## src/rtl/rr_grant_encoder.sv

```systemverilog
// Round-robin grant encoder for 4 requesters with bounded hold and idle gap.
// Ports: clk, rst, req[3:0], done -> grant_idx[1:0], grant_valid, ptr_out[1:0].
module rr_grant_encoder #(
  parameter int MAX_HOLD = 8,
  parameter int CNT_W    = 8
) (
  input  logic       clk,
  input  logic       rst,
  input  logic [3:0] req,
  input  logic       done,
  output logic [1:0] grant_idx,
  output logic       grant_valid,
  output logic [1:0] ptr_out
);

  localparam logic [0:0] IDLE  = 1'b0;
  localparam logic [0:0] GRANT = 1'b1;

  localparam int HL = (MAX_HOLD > 0) ? MAX_HOLD - 1 : 0;
  localparam logic [CNT_W-1:0] HOLD_LAST = HL[CNT_W-1:0];

  logic [0:0]       state;
  logic [1:0]       ptr;
  logic [CNT_W-1:0] hold_cnt;
  logic [1:0]       pick;
  logic             timeout;
  logic             release_now;

  // Scan from the far end so the candidate closest to ptr wins.
  always_comb begin
    pick = ptr;
    for (int k = 3; k >= 0; k--) begin
      if (req[ptr + 2'(k)]) pick = ptr + 2'(k);
    end
  end

  assign timeout     = (MAX_HOLD != 0) && (hold_cnt == HOLD_LAST);
  assign release_now = done || !req[grant_idx] || timeout;
  assign ptr_out     = ptr;

  always_ff @(posedge clk) begin
    if (rst) begin
      state       <= IDLE;
      grant_valid <= 1'b0;
      grant_idx   <= 2'd0;
      ptr         <= 2'd0;
      hold_cnt    <= '0;
    end else begin
      unique case (state)
        IDLE: begin
          if (|req) begin
            grant_idx   <= pick;
            grant_valid <= 1'b1;
            hold_cnt    <= '0;
            state       <= GRANT;
          end
        end
        GRANT: begin
          if (release_now) begin
            ptr         <= grant_idx + 2'd1;
            grant_valid <= 1'b0;
            state       <= IDLE;
          end else if (hold_cnt != '1) begin
            hold_cnt <= hold_cnt + CNT_W'(1);
          end
        end
      endcase
    end
  end

endmodule
```

## config.mk

```make
export PLATFORM = sky130hd
export DESIGN_NAME = rr_grant_encoder
export DESIGN_NICKNAME = d
export VERILOG_FILES = /design/src/rtl/rr_grant_encoder.sv
export SDC_FILE = /design/constraint.sdc
export NUM_CORES = 1
export LEC_CHECK = 0
export CAP_MARGIN = 30
export CELL_PAD_IN_SITES_DETAIL_PLACEMENT = 1
export CELL_PAD_IN_SITES_GLOBAL_PLACEMENT = 1
export CORE_MARGIN = 5
export CORE_UTILIZATION = 39
export DETAILED_ROUTE_END_ITERATION = 7
export PLACE_DENSITY_LB_ADDON = 0.1
export SETUP_SLACK_MARGIN = 0.05
export SYNTH_ARGS = -nofsm -noshare
export SYNTH_HDL_FRONTEND = slang
export SYNTH_SLANG_ARGS = --single-unit
```

## constraint.sdc

```tcl
create_clock -name clk -period 1.9 [get_ports clk]
set_input_delay 0.475 -clock clk [delete_from_list [all_inputs] [get_ports clk]]
set_output_delay 0.475 -clock clk [all_outputs]
set_load 0.02 [all_outputs]
```

==> summary.txt, run 1 <==
Placed design
  • Dpl hpwl: 1841 µm
  • RePlAce Congestion: 0.7449
  • Inst Count DP: between 100 and 150
  • PortBufs: 11
  • Worst Setup Slack post-DPL: -0.2611 ns

Clock network
  • Clock latency on the worst-skew pair: ~0.28 ns
  • TritonCTS Sinks: 14
  • Clock-pin slew on the worst setup and hold paths: 0.09 ns
  • CTS tree: built
  • Clock Tree Buf Depth: 2
  • H-tree depth: 1
  • Root Driver: clkbuf_4
  • Total CTS buffers: 3
  • CTS Hold Bufs: 0

Critical path
  • Reg2Reg Setup Slack: 0.15 ns
  • Data arrival, critical path: 1.29 ns
  • Crit Path Max Fanout: 3
  • Worst R2R Start: hold_cnt[0]$_SDFFE_PP0P_
  • Critical path capture point type: output pin
  • CP Buf/Inv Count: 1
  • Critical path depth in cells: 1
  • Worst reg2reg endpoint: hold_cnt[4]$_SDFFE_PP0P_
  • Worst path slowest cell: clkdlybuf4s50_1
  • Max stage delay on crit path: just over 0.6 ns
  • WP data required: roughly 1.4 ns
  • CP Launch Type: flip-flop
  • Crit path max-delay family: buffers and inverters
  • Reg2Reg Depth: 5
  • Worst path cell trace: clkdlybuf4s50_1
  • WS Path Type: flip-flop to output pin

Worst hold path
  • Min-Delay Path Class: flip-flop to flip-flop
  • Hold endpoint: grant_valid$_SDFFE_PP0P_
  • Hold Path Origin: grant_valid$_SDFFE_PP0P_
  • Hold depth: 2

Global route
  • Initial antenna violation count: 0
  • Largest net degree at the start of global routing: 9
  • First-pass GRT wire length: 4181 µm
  • Total track usage: 0.1634
  • Vias in the first global route: approximately 800
  • GR Overflow Total: 0

Power and ir drop
  • Peak supply drop: 0.5449 mV
  • Lkg Pwr: 0.4544 nW
  • Final Power: 0.0007077 W
  • P per Cell Area: 631.3 mW/mm²

Floorplan
  • Die Width: 56.30 µm
  • I/O pins: 12
  • Initial core utilization: 0.4175
  • Die Span Y: 56.30 µm
  • Die area: 0.003169 mm²
  • Core area: 0.002002 mm²
  • Row count: 16

Logic synthesis
  • Ranking of synthesized cells by area: dfxtp_1 34%, a21oi_1 6.0%, nor2_1 3.6%
  • Sequential area share after synthesis: 0.3353
  • Cells after synthesis: 96
  • Syn. warnings: 0
  • Yosys top cell by area: dfxtp_1
  • Synthesized flop and latch total: 14
  • Unique masters post-synth: 40
  • Main synth FF type: dfxtp_1
  • Post-Syn Nets: 104
  • Asr flop ratio synth: 0
  • Post-Syn Area: 835.8 µm²
  • Mean post-synth cell area: 8.706 µm²
  • Top-area cell type share of the netlist area: 0.3353
  • Post-synth EDFFs: 0

Cells and area
  • # diodes: 0
  • Layout cell share with drive strength beyond 1: 0.2417
  • # fillers: 253
  • Layout net count: 129
  • Final core area utilization: 0.5600
  • P&R area growth vs syn: 34.13%
  • Layout Cells excl Fill: between 100 and 150

Drt
  • Metal-1 WL: 1219 µm
  • WL met3: a little under 70 µm
  • Max layer used: met3
  • ANT nets after route: 0
  • Router iterations before antenna repair: 4
  • Iter 0 DRT Violations: 17
  • Total length of routed wires: 2509 µm
  • Met2 Wirelength: 1221 µm
  • Vias: 871
  • WL per Instance: between 15 and 20 µm
  • DRC: 0
  • Via/cell ratio: between 5 and 6

Timing
  • Max Freq: 568.1 MHz
  • Tightest Pin Transition: 0.3554 ns
  • Slew Viols, Final: 0
  • Final setup vio count: 0
  • RSZ-0062 raised after global routing: no
  • Setup Total Neg Slack: 0 ns
  • Clk_skew: 0.006696 ns
  • Hold Violations, Final: 0
  • Max_slew headroom: 0.7606
  • Final min period: around 1.8 ns
  • Final WS setup: between 0.1 and 0.15 ns
  • Fin crit share: 0.9264

Status
  • Status: finished clean

Flow run
  • MaxCap Viol Count: 0
where the power goes:
part / internal [W] / switching [W]
Combinational: 0.0000792 / 0.0000797
Clock: 0.000117 / 0.000105
Sequential: 0.000307 / 0.0000198
Total: 0.000503 / 0.000205
per-stage QoR:
step                hold slack [ns]  cell area, µm²
global route                 0.5265            1121
detailed placement           0.4878            1044
global placement             0.4787            1044
finish                       0.5052            1121
CTS                          0.5058            1077
floorplan                    0.4548           835.8
final cells by class:
class	count	area [µm²]	share of cell area
Multi-Input combinational cell	75	544.3	0.4855
Sequential cell	14	280.3	0.2500
Timing Repair Buffer	23	210.2	0.1875
Clock buffer	4	36.28	0.03237
Tap cell	27	33.78	0.03013
Inverter	4	16.27	0.01451
worst max-delay path by stage:
stage	slack, ns	endpoint	from
detailed placement	-0.26	hold_cnt[5]$_SDFFE_PP0P_	req[0]
finish	0.14	grant_idx[0]	grant_idx[0]$_SDFFE_PP0P_
global placement	-0.22	hold_cnt[6]$_SDFFE_PP0P_	req[1]
CTS	0.05	hold_cnt[0]$_SDFFE_PP0P_	req[2]
floorplan	0.20	hold_cnt[3]$_SDFFE_PP0P_	hold_cnt[0]$_SDFFE_PP0P_
global route	0.07	grant_idx[0]	grant_idx[0]$_SDFFE_PP0P_
metal layers:
metal	global-route usage	vias up
met5	0	-
met4	0.02034	0
met1	0.2309	433
li1	-	425
met3	0.04128	0
met2	0.2571	13
state kept, by name, indices dropped and copies added, names as in the netlist:
signal	flops
hold_cnt	8
grant_valid	1
ptr_out	2
state	1
grant_idx	2
cells in the mapped netlist (all sizes together) (2+ instances only):
cell and count:
dfxtp 14, a21oi 10, nor2 8, nand2 7, o21ai 6, or4 4, a31oi 3, and3 3
inv 3, nand3 3, nor3 3, o31ai 3, buf 2, nor3b 2, or3 2
cell usage in the layout (no fill, tap or decap), types with 2 or more instances in the layout:
cell type / netlist / layout
a21oi_1: 10 / 9
dfxtp_1: 14 / 14
a31oi_1: 3 / 3
or4_1: 4 / 2
nand3_1: 3 / 3
dlygate4sd2_1: 0 / 2
o31ai_1: 3 / 3
inv_1: 3 / 3
buf_4: 0 / 12
and3_1: 3 / 2
dlymetal6s2s_1: 0 / 5
clkdlybuf4s50_1: 0 / 4
nor2_1: 8 / 8
nand2_1: 7 / 7
nor3b_1: 2 / 2
o21ai_0: 5 / 5
nor3_1: 3 / 3
or4_4: 0 / 2
clkbuf_4: 0 / 3
what timing repair did:
action                                  4_1_cts  5_1_grt
setup buffers                                 0        0
pin swaps                                     1        3
resized for setup                             2       11
endpoints found under the setup margin        4        9
logic make-up after synthesis:
family | count (synthesis) | share of synthesized area
fa+ha+maj | 1 | 0.01497
mux | 3 | 0.05239
flops | 14 | 0.3353
compound gates | 31 | 0.2665
buf+inv | 7 | 0.05089
simple gates | 39 | 0.2695
xor+xnor | 1 | 0.01048
Note: power is estimated with default switching activity, not from simulation.
==> inputs of run 2 (changes only) <==
- CORE_UTILIZATION: 39 -> 38
==> run 2 against run 1 <==
Net effect: routed wire length shrank 3.0%; maximum frequency is 0.97% lower; combinational power about the same; highest routed layer is now met4.
==> summary.txt, run 2 (same netlist as run 1, synthesis figures left out) <==
Global route
  • GR Overflow Total: 0
  • Vias in the first global route: 913
  • Initial antenna violation count: 0
  • First-pass GRT wire length: 4077 µm
  • Total track usage: 0.1614
  • Largest net degree at the start of global routing: 11

Floorplan
  • Die Width: 56.90 µm
  • Die Span Y: between 50 and 60 µm
  • Die area: about 0.0032 mm²
  • Row count: 17
  • Initial core utilization: 0.3891
  • Core area: 0.002148 mm²
  • I/O pins: 12

Drt
  • Iter 0 DRT Violations: 6
  • Vias: 877
  • Total length of routed wires: about 2400 µm
  • Router iterations before antenna repair: 4
  • ANT nets after route: 0
  • DRC: 0
  • Via/cell ratio: 5.886
  • WL per Instance: 16.34 µm

Critical path
  • Worst path slowest cell: clkdlybuf4s50_1
  • WS Path Type: flip-flop to output pin
  • Worst path cell trace: clkdlybuf4s50_1
  • CP Buf/Inv Count: 1
  • WP data required: 1.42 ns
  • Crit path max-delay family: buffers and inverters
  • Crit Path Max Fanout: 3
  • Worst setup path end: grant_idx[0]
  • Crit path from: grant_idx[0]$_SDFFE_PP0P_
  • Max stage delay on crit path: 0.63 ns
  • Worst reg2reg endpoint: hold_cnt[4]$_SDFFE_PP0P_
  • Data arrival, critical path: 1.30 ns
  • Reg2Reg Setup Slack: 0.13 ns
  • Critical path depth in cells: 1
  • Reg2Reg Depth: 5
  • Critical path capture point type: output pin
  • Worst R2R Start: hold_cnt[0]$_SDFFE_PP0P_
  • CP Launch Type: flip-flop

Power and ir drop
  • Psw: slightly above 0.0002 W
  • Logic pwr share: 0.225
  • P per Cell Area: approximately 650 mW/mm²
  • Peak supply drop: 0.3335 mV
  • Register share of total power: 0.461
  • Clock power share: 0.315
  • Pint: a little over 0.0005 W
  • Lkg Pwr: 0.4262 nW
  • Switching share of power: 0.2910

Clock network
  • Total CTS buffers: 3
  • Clock-pin slew on the worst setup and hold paths: approximately 0.09 ns
  • Root Driver: clkbuf_4
  • Clock latency on the worst-skew pair: 0.28 ns
  • TritonCTS Sinks: 14
  • H-tree depth: 1
  • Clock Tree Buf Depth: 2
  • CTS Hold Bufs: 0
  • CTS tree: built

Timing
  • Max Freq: 562.6 MHz
  • Final setup vio count: 0
  • Hold Violations, Final: 0
  • Max_slew headroom: 0.7348
  • Fin crit share: 0.9355
  • Clk_skew: 0.0008764 ns
  • Final min period: 1.777 ns
  • Setup Total Neg Slack: 0 ns
  • Tightest Pin Transition: 0.3973 ns
  • RSZ-0062 raised after global routing: no
  • Slew Viols, Final: 0

Cells and area
  • # diodes: 0
  • Layout net count: 130
  • Final core area utilization: 0.5114
  • Finished Cell Area: 0.001099 mm²
  • Most flops, register: hold_cnt
  • Layout Cells excl Fill: between 100 and 150
  • Layout cell share with drive strength beyond 1: 0.2231
  • Max FFs per register: 8
  • P&R area growth vs syn: 31.44%
  • Most common cell after layout, fill and taps aside: dfxtp_1
  • Most frequent cells in the layout: 14 x dfxtp_1, 12 x buf_4, 10 x a21oi_1

Placed design
  • RePlAce Congestion: 0.8712
  • DP Area: 0.001045 mm²
  • Dpl hpwl: 1879 µm
  • PortBufs: 11
  • Inst Count DP: about 140

Status
  • Status: finished clean

Worst hold path
  • Hold depth: 2
  • Min-Delay Path Class: flip-flop to flip-flop

Flow run
  • MaxCap Viol Count: 0
run 2: cell count changes in the layout (fill, tap and decap cells not counted):
cell | previous run | this run
dlymetal6s2s_1 | 5 | 1
or4_4 | 2 | 0
or4_1 | 2 | 4
a21oi_2 | 1 | 0
nand4bb_4 | 1 | 0
buf_6 | 0 | 1
a21oi_1 | 9 | 10
nand4bb_1 | 0 | 1
dlygate4sd2_1 | 2 | 6
o41ai_2 | 0 | 1
o41ai_1 | 1 | 0
run 2: layout make-up:
cell class | count | area [µm²]
Fill cell | 262 | 1050
Timing Repair Buffer | 24 | 206.4
Inverter | 4 | 16.27
Clock buffer | 4 | 36.28
Tap cell | 28 | 35.03
Multi-Input combinational cell | 75 | 524.3
Sequential cell | 14 | 280.3
run 2: power by group through the flow:
stage / logic, W / registers (W) / clock network [W]
after floorplan: 0.0000763 / 0.000342 / 0
after global placement: 0.000161 / 0.000333 / 0
after detailed placement: 0.000164 / 0.000333 / 0
after CTS: 0.000162 / 0.000327 / 0.000233
after global routing: 0.000171 / 0.000329 / 0.000243
final: 0.000160 / 0.000327 / 0.000223
run 2: metal layers:
metal  track usage  vias up  wire, µm
li1              -      419         -
met4        0.1060        0        89
met2        0.2904       19      1275
met1        0.1628      429      1001
met5             0        -         0
met3       0.03908       10        67
run 2: per-stage QoR:
stage	setup slack, ns	total power [W]	hold WS, ns
floorplan	0.1980	0.0004184	0.4548
global placement	-0.2314	0.0004939	0.4729
detailed placement	-0.2946	0.0004974	0.4869
CTS	0.09066	0.0007217	0.5026
global route	0.05257	0.0007430	0.5087
finish	0.1225	0.0007102	0.4947
run 2: worst min-delay path by stage:
stage,from,to
after CTS,hold_cnt[5]$_SDFFE_PP0P_,hold_cnt[5]$_SDFFE_PP0P_
after global placement,hold_cnt[5]$_SDFFE_PP0P_,hold_cnt[5]$_SDFFE_PP0P_
final,grant_valid$_SDFFE_PP0P_,grant_valid$_SDFFE_PP0P_
after floorplan,hold_cnt[5]$_SDFFE_PP0P_,hold_cnt[5]$_SDFFE_PP0P_
after detailed placement,hold_cnt[5]$_SDFFE_PP0P_,hold_cnt[5]$_SDFFE_PP0P_
after global routing,hold_cnt[5]$_SDFFE_PP0P_,hold_cnt[5]$_SDFFE_PP0P_
run 2: timing repair:
| item | in CTS | in global routing |
|---|---|---|
| pin swaps | 6 | 0 |
| setup endpoints to repair | 7 | 7 |
| buffers inserted | 1 | 0 |
| cloned | 0 | 0 |
| hold endpoints to repair | 0 | 0 |
| gates resized for setup | 8 | 3 |
==> variant: new RTL, settings of run 2 <==
Make the reset (`rst`) asynchronous in one clocked block.
--- a/src/rtl/rr_grant_encoder.sv
+++ b/src/rtl/rr_grant_encoder.sv
@@ -38,7 +38,7 @@
   assign release_now = done || !req[grant_idx] || timeout;
   assign ptr_out     = ptr;
 
-  always_ff @(posedge clk) begin
+  always_ff @(posedge clk or posedge rst) begin
     if (rst) begin
       state       <= IDLE;
       grant_valid <= 1'b0;
Behaviour: differs if rst is asserted again (counterexample within 4 cycles, from zero or initial values and one cycle with rst high); with rst held inactive, the same outputs for 10 cycles.
==> variant against run 2 <==
Synthesized cell count shrank 10%; sequential cell count is the same; critical path type is now register to register; setup slack lost 0.11 ns; routed wire length grew 5.3%; critical endpoint is now hold_cnt[1]$_DFFE_PP0P_; clock skew grew 0.015 ns; cell area grew 4.7%; synthesized area grew 2.2%.
Power is not compared: it rests on default switching activity, and its combinational part moved more than twofold at a synthesized area within 25%.
==> variant: results (changes against run 2) <==
- Multi-input comb cells: 64 (-15%)
- Worst max-slew margin expressed relative to the limit: 61.3% (-12 points)
- Global-route met2 utilization: 28.4% (-0.65 points)
- Count of unique library cells instantiated by Yosys: 38 (-5.0%)
- Synthesized Nets: 94 (-9.6%)
- Final HPWL DP: 1.91 mm (+1.4%)
- Synthesized-area fraction occupied by xor and xnor cells: 1.02% (-0.023 points)
- Global placer's final weighted congestion: 0.879 (+0.88%)
- Met1 track demand over resource in global routing: 20.5% (+4.2 points)
- Invs w/o clock: 6 (+2)
- Share of async-settable or async-resettable flops after synthesis: 100% (+100 points)
- Outcome: finished, final reports clean
- WL per Instance: 18.0 um (+10%)
- GRT Resource Usage Total: 16.5% (+0.38 points)
- Highest-delay cell along the critical path: or4_4
- Worst reg2reg path endpoint: hold_cnt[1]$_DFFE_PP0P_
- Share of the final layout cell area in multi-input gates: 42.0% (-5.7 points)
- Compound-cell area share of the yosys netlist: 22.7% (-4.0 points)
- Layout cells sized above 1: 26.3% (+4.0 points)
- Reg-to-reg startpoint: hold_cnt[7]$_DFFE_PP0P_
- Flip-flop count of the largest register after layout: 8 (unchanged)
- Latest clock arrival within the worst-skew pair: 0.29 ns
- Register-to-register path setup slack: 0.01 ns (-0.12 ns)
- First-pass GRT wire length: 4.24 mm (+4.1%)
- Sequential fraction of the synthesis area: 41.0% (+7.5 points)
- Adder-cell area share of the yosys netlist: 1.46% (-0.033 points)
- Worst hold margin: 0.530 ns (+0.0355 ns)
- Worst slack at placement: -0.250 ns (+0.0449 ns)
- Cell types with the largest area share after synthesis: dfrtp_1 41%, mux2i_1 4.7%, a21oi_1 4.1%
- Mux contribution to synthesized area: 7.32% (+2.1 points)
- Slowest cell delay on critical path: 0.56 ns (-0.07 ns)
- Cell types with the highest counts after synthesis: 14 x dfrtp_1, 7 x a21oi_1, 7 x nand2_1
- Met3 capacity usage during global routing: 3.62% (-0.29 points)
- Die area: 0.00330 sq mm (+1.8%)
- Arrival time of the worst setup path: 2.09 ns (+0.79 ns)
- Number of buffers created by CTS: 3 (unchanged)
- Number of filler cells placed in the layout: 259 (-1.1%)
- Final Net Count: 123 (-5.4%)
- Via density per instance: 5.73 (-2.7%)
- Critical path's top delay family: compound AO/OA/AOI/OAI gates
- Count of plain and timing-repair buffers: 26 (+8.3%)
- Final worst clock skew: 0.0155 ns (+0.0146 ns)
- Area of the multi-input gates: 483 sq um (-7.9%)
- Dpl cell area: 0.00108 sq mm (+3.6%)
- Vias in the first global route: 867 (-5.0%)
- Largest net degree at the start of global routing: 15 (+4)
- Register share of the cell area: 30.5% (+5.0 points)
- CP max FO: 5 (+2)
- Non-clock buffer area fraction after layout: 19.4% (+0.58 points)
- Synth Register Bits: 14 (unchanged)
- Share of final layout cell area taken by clock buffers and inverters: 3.16% (-0.15 points)
variant: cell types whose count changed after synthesis, sizes merged, moves of 3 or more:
cell	change
dfrtp	+14
dfxtp	-14
a21oi	-3
a31oi	-3
inv	+3
mux2i	+3
nor2b	+3
nor3	-3
o31ai	-3
variant: per-layer routing:
layer	part of all wire, %	wire length (um)	vias up
li1	-	-	381
met4	1.1	28	0
met3	2.0	50	4
met1	45	1160	420
met2	52	1330	8
met5	0	0	-
variant: worst max-delay path by stage:
| stage | end | start | cells past startpoint | slack, ns |
|---|---|---|---|---|
| global route | hold_cnt[1]$_DFFE_PP0P_ | hold_cnt[7]$_DFFE_PP0P_ | 5 | -0.03 |
| floorplan | hold_cnt[7]$_DFFE_PP0P_ | grant_idx[1]$_DFFE_PP0P_ | 4 | 0.16 |
| finish | hold_cnt[1]$_DFFE_PP0P_ | hold_cnt[7]$_DFFE_PP0P_ | 5 | 0.01 |
| detailed placement | hold_cnt[7]$_DFFE_PP0P_ | req[2] | 5 | -0.25 |
| CTS | hold_cnt[0]$_DFFE_PP0P_ | hold_cnt[7]$_DFFE_PP0P_ | 5 | 0.05 |
| global placement | hold_cnt[7]$_DFFE_PP0P_ | req[2] | 5 | -0.19 |
variant: cell families (layout without fill, tap and decap cells):
kind of cell | after synthesis | after routing
AOI/OAI and AO/OA | 25 | 25
xor gates and xnor gates | 1 | 1
adders and majority gates | 1 | 1
buffers and inverters | 8 | 36
DFF | 14 | 14
muxes | 5 | 5
and+or+nand+nor | 32 | 32
variant: repair_timing:
item,in CTS,in global routing
setup buffers,0,2
setup endpoints to repair,2,7
pin swaps,0,2
resized for setup,2,6
variant: metrics by stage:
step,setup TNS [ns],cells
final,0,142
after detailed placement,-1.93,136
after floorplan,0,86
after CTS,0,140
after global routing,-0.0871,142
after global placement,-1.59,136
